**config.mk**
```make
export PLATFORM = sky130hd
export DESIGN_NAME = minimac2_rxdma_flat
export DESIGN_NICKNAME = d
export VERILOG_FILES = /design/src/rtl/minimac2_rxdma_if.sv /design/src/rtl/minimac2_rxdma.sv /design/src/flat_wrapper.sv
export SDC_FILE = /design/constraint.sdc
export NUM_CORES = 1
export LEC_CHECK = 0
export CAP_MARGIN = 25
export CORE_ASPECT_RATIO = 1.25
export CORE_MARGIN = 3
export CORE_UTILIZATION = 45
export CTS_CLUSTER_DIAMETER = 80
export DETAILED_ROUTE_END_ITERATION = 10
export GPL_ROUTABILITY_DRIVEN = 0
export PLACE_DENSITY = 0.74
export SETUP_SLACK_MARGIN = 0.1
export SLEW_MARGIN = 25
export SYNTH_ARGS = -nofsm -noshare
export SYNTH_HDL_FRONTEND = slang
export SYNTH_SLANG_ARGS = --single-unit
```
**constraint.sdc**
```tcl
create_clock -name sys_clk -period 3.2 [get_ports sys_clk]
set_input_delay 0.48 -clock sys_clk [delete_from_list [all_inputs] [get_ports sys_clk]]
set_output_delay 0.48 -clock sys_clk [all_outputs]
set_load 0.05 [all_outputs]
```
**src/rtl/minimac2_rxdma_if.sv**
```systemverilog
// WISHBONE master bus bundle used by minimac2_rxdma; the master modport belongs to the DMA,
// the slave modport to the memory side.
interface minimac2_rxdma_if;
    logic [31:0] wbm_adr_o;
    logic [31:0] wbm_dat_o;
    logic [31:0] wbm_dat_i;
    logic [3:0]  wbm_sel_o;
    logic        wbm_stb_o;
    logic        wbm_cyc_o;
    logic        wbm_we_o;
    logic        wbm_ack_i;
    logic        wbm_err_i;

    modport master (
        output wbm_adr_o, wbm_dat_o, wbm_sel_o, wbm_stb_o, wbm_cyc_o, wbm_we_o,
        input  wbm_dat_i, wbm_ack_i, wbm_err_i
    );

    modport slave (
        input  wbm_adr_o, wbm_dat_o, wbm_sel_o, wbm_stb_o, wbm_cyc_o, wbm_we_o,
        output wbm_dat_i, wbm_ack_i, wbm_err_i
    );
endinterface

```
**src/rtl/minimac2_rxdma.sv**
```systemverilog
// RX DMA: copies a received frame word-by-word from a MAC RX slot to system memory over WISHBONE.
// Define MINIMAC2_RXDMA_CRC_EN to add a CRC-32 residue check over the copied bytes.
module minimac2_rxdma #(
    parameter logic [3:0] csr_addr = 4'h0
) (
    input  logic             sys_clk,
    input  logic             sys_rst,
    input  logic [14:0]      csr_a,
    input  logic             csr_we,
    input  logic [31:0]      csr_di,
    output logic [31:0]      csr_do,
    output logic             irq,
    minimac2_rxdma_if.master wbm
);

    typedef enum logic [1:0] {S_IDLE, S_READ, S_WRITE, S_FINISH} state_t;

    state_t      state_q, state_d;
    logic [31:0] src_q, src_d, dst_q, dst_d;
    logic [10:0] len_q, len_d;
    logic [31:0] src_ptr_q, src_ptr_d, dst_ptr_q, dst_ptr_d;
    logic [9:0]  remain_q, remain_d;
    logic [31:0] word_q, word_d;
    logic        gap_q, gap_d;
    logic        busy_q, busy_d, done_q, done_d, err_q, err_d;
    logic        irq_en_q, irq_en_d, crc_ok_q, crc_ok_d;
    logic [31:0] csr_do_q, csr_do_d;

    logic        csr_sel, csr_wr, start, stb, bus_ack, bus_err;
    logic [2:0]  reg_idx;
    logic [10:0] len_sum;
    logic [9:0]  word_cnt;
    logic        unused_bits;

`ifdef MINIMAC2_RXDMA_CRC_EN
    logic [31:0] crc_q, crc_d;
    logic [2:0]  crc_nbytes;

    // Reflected CRC-32, one byte, LSB first.
    function automatic logic [31:0] crc_byte(input logic [31:0] c, input logic [7:0] b);
        logic [31:0] r;
        r = c ^ {24'd0, b};
        for (int i = 0; i < 8; i++)
            r = r[0] ? ((r >> 1) ^ 32'hEDB8_8320) : (r >> 1);
        return r;
    endfunction

    function automatic logic [31:0] crc_word(input logic [31:0] c, input logic [31:0] w,
                                             input logic [2:0] n);
        logic [31:0] r;
        r = c;
        for (int k = 0; k < 4; k++)
            if (3'(k) < n) r = crc_byte(r, w[31 - 8*k -: 8]);
        return r;
    endfunction

    function automatic logic [31:0] bit_rev(input logic [31:0] v);
        logic [31:0] r;
        for (int i = 0; i < 32; i++) r[i] = v[31 - i];
        return r;
    endfunction
`endif

    always_comb begin
        csr_sel  = (csr_a[13:10] == csr_addr);
        csr_wr   = csr_sel && csr_we;
        reg_idx  = csr_a[2:0];
        len_sum  = len_q + 11'd3;
        word_cnt = {1'b0, len_sum[10:2]};
        start    = csr_wr && (reg_idx == 3'd0) && csr_di[0] && (state_q == S_IDLE);
        // One idle cycle after every ack keeps back-to-back strobes apart.
        stb      = ((state_q == S_READ) || (state_q == S_WRITE)) && !gap_q;
        bus_err  = stb && wbm.wbm_err_i;
        bus_ack  = stb && wbm.wbm_ack_i && !wbm.wbm_err_i;

        state_d   = state_q;
        src_d     = src_q;
        dst_d     = dst_q;
        len_d     = len_q;
        src_ptr_d = src_ptr_q;
        dst_ptr_d = dst_ptr_q;
        remain_d  = remain_q;
        word_d    = word_q;
        gap_d     = 1'b0;
        busy_d    = busy_q;
        done_d    = done_q;
        err_d     = err_q;
        irq_en_d  = irq_en_q;
        crc_ok_d  = crc_ok_q;
`ifdef MINIMAC2_RXDMA_CRC_EN
        crc_d      = crc_q;
        crc_nbytes = ((remain_q == 10'd1) && (len_q[1:0] != 2'd0)) ? {1'b0, len_q[1:0]} : 3'd4;
`endif

        if (csr_wr && !busy_q) begin
            case (reg_idx)
                3'd1:    src_d = {csr_di[31:2], 2'b00};
                3'd2:    dst_d = {csr_di[31:2], 2'b00};
                3'd3:    len_d = csr_di[10:0];
                default: ;
            endcase
        end

        if (csr_wr && (reg_idx == 3'd0)) begin
            irq_en_d = csr_di[1];
            if (csr_di[2]) begin
                done_d = 1'b0;
                err_d  = 1'b0;
            end
        end

        if (start) begin
            busy_d    = 1'b1;
            done_d    = 1'b0;
            err_d     = 1'b0;
            crc_ok_d  = 1'b0;
            remain_d  = word_cnt;
            src_ptr_d = src_q;
            dst_ptr_d = dst_q;
            state_d   = (word_cnt == 10'd0) ? S_FINISH : S_READ;
`ifdef MINIMAC2_RXDMA_CRC_EN
            crc_d     = 32'hFFFF_FFFF;
`endif
        end

        // err outranks ack; pointers and remain stay where the failing cycle left them.
        if (bus_err) begin
            state_d = S_IDLE;
            busy_d  = 1'b0;
            err_d   = 1'b1;
            done_d  = 1'b1;
        end else begin
            case (state_q)
                S_READ: begin
                    if (bus_ack) begin
                        word_d  = wbm.wbm_dat_i;
                        gap_d   = 1'b1;
                        state_d = S_WRITE;
                    end
                end
                S_WRITE: begin
                    if (bus_ack) begin
                        src_ptr_d = src_ptr_q + 32'd4;
                        dst_ptr_d = dst_ptr_q + 32'd4;
                        remain_d  = remain_q - 10'd1;
                        gap_d     = 1'b1;
                        state_d   = (remain_q == 10'd1) ? S_FINISH : S_READ;
`ifdef MINIMAC2_RXDMA_CRC_EN
                        crc_d     = crc_word(crc_q, word_q, crc_nbytes);
`endif
                    end
                end
                S_FINISH: begin
                    busy_d  = 1'b0;
                    done_d  = 1'b1;
                    state_d = S_IDLE;
`ifdef MINIMAC2_RXDMA_CRC_EN
                    // The reflected register holds the bit-reversed form of the magic residue.
                    crc_ok_d = (bit_rev(crc_q) == 32'hC704_DD7B);
`endif
                end
                default: ;
            endcase
        end

        csr_do_d = 32'd0;
        if (csr_sel) begin
            case (reg_idx)
                3'd0:    csr_do_d = {27'd0, crc_ok_q, err_q, done_q, irq_en_q, busy_q};
                3'd1:    csr_do_d = src_q;
                3'd2:    csr_do_d = dst_q;
                3'd3:    csr_do_d = {21'd0, len_q};
                3'd4:    csr_do_d = {22'd0, remain_q};
                default: csr_do_d = 32'd0;
            endcase
        end
    end

    always_ff @(posedge sys_clk) begin
        if (sys_rst) begin
            state_q   <= S_IDLE;
            src_q     <= 32'd0;
            dst_q     <= 32'd0;
            len_q     <= 11'd0;
            src_ptr_q <= 32'd0;
            dst_ptr_q <= 32'd0;
            remain_q  <= 10'd0;
            gap_q     <= 1'b0;
            busy_q    <= 1'b0;
            done_q    <= 1'b0;
            err_q     <= 1'b0;
            irq_en_q  <= 1'b0;
            crc_ok_q  <= 1'b0;
            csr_do_q  <= 32'd0;
        end else begin
            state_q   <= state_d;
            src_q     <= src_d;
            dst_q     <= dst_d;
            len_q     <= len_d;
            src_ptr_q <= src_ptr_d;
            dst_ptr_q <= dst_ptr_d;
            remain_q  <= remain_d;
            gap_q     <= gap_d;
            busy_q    <= busy_d;
            done_q    <= done_d;
            err_q     <= err_d;
            irq_en_q  <= irq_en_d;
            crc_ok_q  <= crc_ok_d;
            csr_do_q  <= csr_do_d;
        end
    end

    // Datapath holding registers; only ever observed through state-gated outputs.
    always_ff @(posedge sys_clk) begin
        word_q <= word_d;
`ifdef MINIMAC2_RXDMA_CRC_EN
        crc_q  <= crc_d;
`endif
    end

    assign csr_do         = csr_do_q;
    assign irq            = done_q && irq_en_q;
    assign wbm.wbm_stb_o  = stb;
    assign wbm.wbm_cyc_o  = stb;
    assign wbm.wbm_we_o   = (state_q == S_WRITE);
    assign wbm.wbm_sel_o  = 4'hF;
    assign wbm.wbm_adr_o  = (state_q == S_READ)  ? src_ptr_q :
                            (state_q == S_WRITE) ? dst_ptr_q : 32'd0;
    assign wbm.wbm_dat_o  = (state_q == S_WRITE) ? word_q : 32'd0;
    assign unused_bits    = ^{csr_a[14], csr_a[9:3], len_sum[1:0]};

endmodule

```
**src/flat_wrapper.sv**
```systemverilog
// flat-port wrapper written by rule: the top's interface ports become plain ports
module minimac2_rxdma_flat 
#(
    parameter logic [3:0] csr_addr = 4'h0
)
  (sys_clk, sys_rst, csr_a, csr_we, csr_di, csr_do, irq, wbm_wbm_adr_o, wbm_wbm_dat_o, wbm_wbm_sel_o, wbm_wbm_stb_o, wbm_wbm_cyc_o, wbm_wbm_we_o, wbm_wbm_dat_i, wbm_wbm_ack_i, wbm_wbm_err_i);
  minimac2_rxdma_if wbm_i ();
  input  logic sys_clk;
  input  logic sys_rst;
  input  logic [14:0] csr_a;
  input  logic csr_we;
  input  logic [31:0] csr_di;
  output logic [31:0] csr_do;
  output logic irq;
  output wire logic [$bits(wbm_i.wbm_adr_o)-1:0] wbm_wbm_adr_o;
  output wire logic [$bits(wbm_i.wbm_dat_o)-1:0] wbm_wbm_dat_o;
  output wire logic [$bits(wbm_i.wbm_sel_o)-1:0] wbm_wbm_sel_o;
  output wire logic [$bits(wbm_i.wbm_stb_o)-1:0] wbm_wbm_stb_o;
  output wire logic [$bits(wbm_i.wbm_cyc_o)-1:0] wbm_wbm_cyc_o;
  output wire logic [$bits(wbm_i.wbm_we_o)-1:0] wbm_wbm_we_o;
  input wire logic [$bits(wbm_i.wbm_dat_i)-1:0] wbm_wbm_dat_i;
  input wire logic [$bits(wbm_i.wbm_ack_i)-1:0] wbm_wbm_ack_i;
  input wire logic [$bits(wbm_i.wbm_err_i)-1:0] wbm_wbm_err_i;
  assign wbm_wbm_adr_o = wbm_i.wbm_adr_o;
  assign wbm_wbm_dat_o = wbm_i.wbm_dat_o;
  assign wbm_wbm_sel_o = wbm_i.wbm_sel_o;
  assign wbm_wbm_stb_o = wbm_i.wbm_stb_o;
  assign wbm_wbm_cyc_o = wbm_i.wbm_cyc_o;
  assign wbm_wbm_we_o = wbm_i.wbm_we_o;
  assign wbm_i.wbm_dat_i = wbm_wbm_dat_i;
  assign wbm_i.wbm_ack_i = wbm_wbm_ack_i;
  assign wbm_i.wbm_err_i = wbm_wbm_err_i;
  minimac2_rxdma #(.csr_addr(csr_addr)) u_core (.sys_clk(sys_clk), .sys_rst(sys_rst), .csr_a(csr_a), .csr_we(csr_we), .csr_di(csr_di), .csr_do(csr_do), .irq(irq), .wbm(wbm_i));
endmodule
```
==> impl_metrics.yaml <==
layout:
  drive_gt1_share_pct: 13.3
  areaGrowthSynthToFinish_pct: 29.6
  finalInstanceArea_mm2: 0.0131
  fillerInstances: 1896
  instances_no_fill: 1622
  nets: 1423
  num_antenna_cells: 0
yosys:
  synth_compound_area_share_pct: 21.2
  syn-instance-count: 1179
  synth.distinct_cells: 75
  synth.avg_cell_area_um2: 8.57
  synthArstFlopShare_pct: 0
  synth-main-ff-cell: "dfxtp_1"
  synth_top_family_by_area: "simple AND/OR/NAND/NOR gates"
  synth_top_cell_by_area: "dfxtp_1"
  ys_seq_area_share_pct: 46.0
  synthMuxAreaShare_pct: 1.08
  synth_edf_count: 32
  synth_area_leaders: "dfxtp_1 (36%), edfxtp_1 (9.5%), nand2_1 (7.1%)"
  synthAdderAreaFrac_pct: 1.12
  synth.top_cell.area_share_pct: 36.5
  synth-simple-area-share_pct: 24.8
  syn_area_mm2: 0.0101
  synth_xor_area_share_pct: 1.13
  ys_ff_latch: 216
  synth_warnings: 0
clocking:
  cts_tree: "done"
  cts_sinks: 216
  clk_latency_ps: 510
  postCtsHoldBufs: 0
  cts_resized: 0
  postCtsSetupRepairBufs: 0
  clk_pin_slew_worst_paths_ps: 60
  cts_root_buf: "clkbuf_16"
  cts_buffer_depth: 3
  htreeDepth: 1
  cts_buffers: 22
placement:
  place_hpwl_um: 21800
  dp_cells: 1585
  portBuffers: 175
  pre_cts_ws_ps: 297
  dpl_cell_area_mm2: 0.0124
setup_path:
  critPathMaxFanout: 41
  crit_start: "u_core.state_q[0]"
  worstPathRequired_ps: 2720
  reg2reg_from: "u_core.state_q[0]"
  r2r_cells: 8
  start_kind: "flip-flop"
  crit_path_end_kind: "output pin"
  critPathKind: "reg2out"
  crit_arrival_ps: 2360
power_and_ir_drop:
  p_comb_share_pct: 3.9
  p_clk_share_pct: 46.7
  ir_drop_mv: 0.386
  power_leakage_nw: 4.42
  p_int_mw: 4.40
  p_sw_share_pct: 21.0
  p_seq_share_pct: 49.5
  power_switching_mw: 1.17
  p_per_area_mw_per_mm2: 426
drt:
  wl_met1_um: 12600
  wl_met3_um: 2510
  route.detailed.drc: 0
  postRouteAntennaNets: 0
  drtIter0Drc: 1080
  vias: 9711
  vias_per_cell: 5.99
  wl_met2_um: 15100
  drt-total-wl_um: 31400
  firstDrtPassIters: 6
  top_layer_used: "met4"
  wire_per_inst_um: 19.3
run_status:
  status: "complete, no violations"
global_route:
  grt_pass1_vias: 9033
  grt_pass1_wl_um: 49100
  grt_max_degree: 80
  grt-ovfl-total: 0
  grt_use_total_pct: 24.5
  antenna_found_initial: 0
die:
  core_area_mm2: 0.0218
  dieArea_mm2: 0.0243
  rows: 60
  die_y_um: 173
  initial_core_util_pct: 46.4
  die_w_um: 140
  pin_count: 188
sta:
  layout_worst_path_cycle_share_pct: 88.7
  tightest_slew_ps: 944
  hold_viol: 0
  rsz0062_at_grt: "false"
  max_freq_ghz: 0.352
  setup_violations: 0
  setup_tns_ps: 0
  fin_crit_ps: 2840
  fin_skew_ps: 20.5
  maxSlewHeadroom_pct: 37.1
  maxSlewViolCount: 0
  finalWorstSetupSlack_ps: 361
worst_hold_path:
  hold_start: "sys_rst"
  hp-class: "in2reg"
  hold_path_depth: 2
flow_run:
  max_cap_violations: 0
## per-stage QoR
stage	hold slack, ps	power, mW	util [%]
finish	387	5.57	60.1
global route	395	5.73	60.1
CTS	386	5.60	60.1
detailed placement	447	3.03	56.8
global placement	442	3.03	56.8
floorplan	430	2.90	-
## cells in the final DEF (no fill, tap or decap), types with 23 or more instances in the layout
master	synthesis	final
nand2_1	190	189
dfxtp_1	184	184
a21oi_1	116	116
clkdlybuf4s50_1	0	110
nor2_1	90	88
buf_4	7	76
and2_1	47	47
a22oi_1	46	46
nor3_1	40	40
nand3_1	37	37
o21ai_0	34	34
edfxtp_1	32	32
buf_12	0	31
a22o_1	30	30
clkbuf_16	0	23
## cell type report
class	instances	area, um^2	area share, %
clock buffers	29	632	4.83
clock inverters	8	96.3	0.736
inverters	14	52.6	0.402
multi-input cells	859	5020	38.4
flip-flops and latches	216	4640	35.5
well taps	279	349	2.67
repair buffers	217	2290	17.5
## registers in the layout, indices dropped and copies added, names as in the netlist
name	flops
u_core.done_q	1
u_core.dst_q	30
u_core.err_q	1
u_core.gap_q	1
u_core.csr_do	32
u_core.dst_ptr_q	32
u_core.busy_q	1
u_core.irq_en_q	1
u_core.len_q	11
u_core.src_ptr_q	32
u_core.word_q	32
u_core.src_q	30
u_core.remain_q	10
u_core.state_q	2
## critical path, stage by stage (launching register included)
cell	delay, ps
dfxtp_1	340
inv_1	110
ha_1	180
buf_4	350
clkdlybuf4s50_1	880
## final timing paths
kind	end	slack, ps
max reg2reg	u_core.src_ptr_q[27]	580
max	wbm_wbm_we_o	360
min	u_core.irq_en_q	390
min reg2reg	u_core.src_ptr_q[0]	460
## cells by family (layout without fill, tap and decap cells)
kind of cell,Yosys count,in the layout
flops,216,216
buf+inv,107,268
xor+xnor,13,13
fa+ha+maj,9,9
other cells,1,4
compound gates,319,319
mux,10,10
simple gates,504,504
## cells in the mapped netlist (8+ instances only)
library cell  count
nand2_1         190
xnor2_1           8
o21ai_0          34
a22oi_1          46
dfxtp_1         184
nand3_1          37
ha_1              9
nor3_1           40
a311oi_1          8
a211oi_1         19
a31oi_1          11
edfxtp_1         32
clkbuf_1         66
and2_1           47
o22ai_1           8
nor2_1           90
and3_1           19
nand4_1          17
a22o_1           30
buf_2            12
inv_1            14
nor4_1           14
or4_1             8
a21oi_1         116
## per-layer routing
layer | global-route usage, % | vias up
met3 | 3.34 | 78
met1 | 32.3 | 4575
li1 | - | 4573
met5 | 0 | -
met4 | 9.33 | 0
met2 | 40.8 | 485
## power groups by stage
stage | clock network, mW | logic (mW) | registers (mW)
floorplan | 0 | 0.0844 | 2.82
global placement | 0 | 0.210 | 2.82
detailed placement | 0 | 0.212 | 2.82
CTS | 2.63 | 0.214 | 2.76
global route | 2.74 | 0.228 | 2.76
finish | 2.60 | 0.216 | 2.76
(Power assumes the default switching activity.)
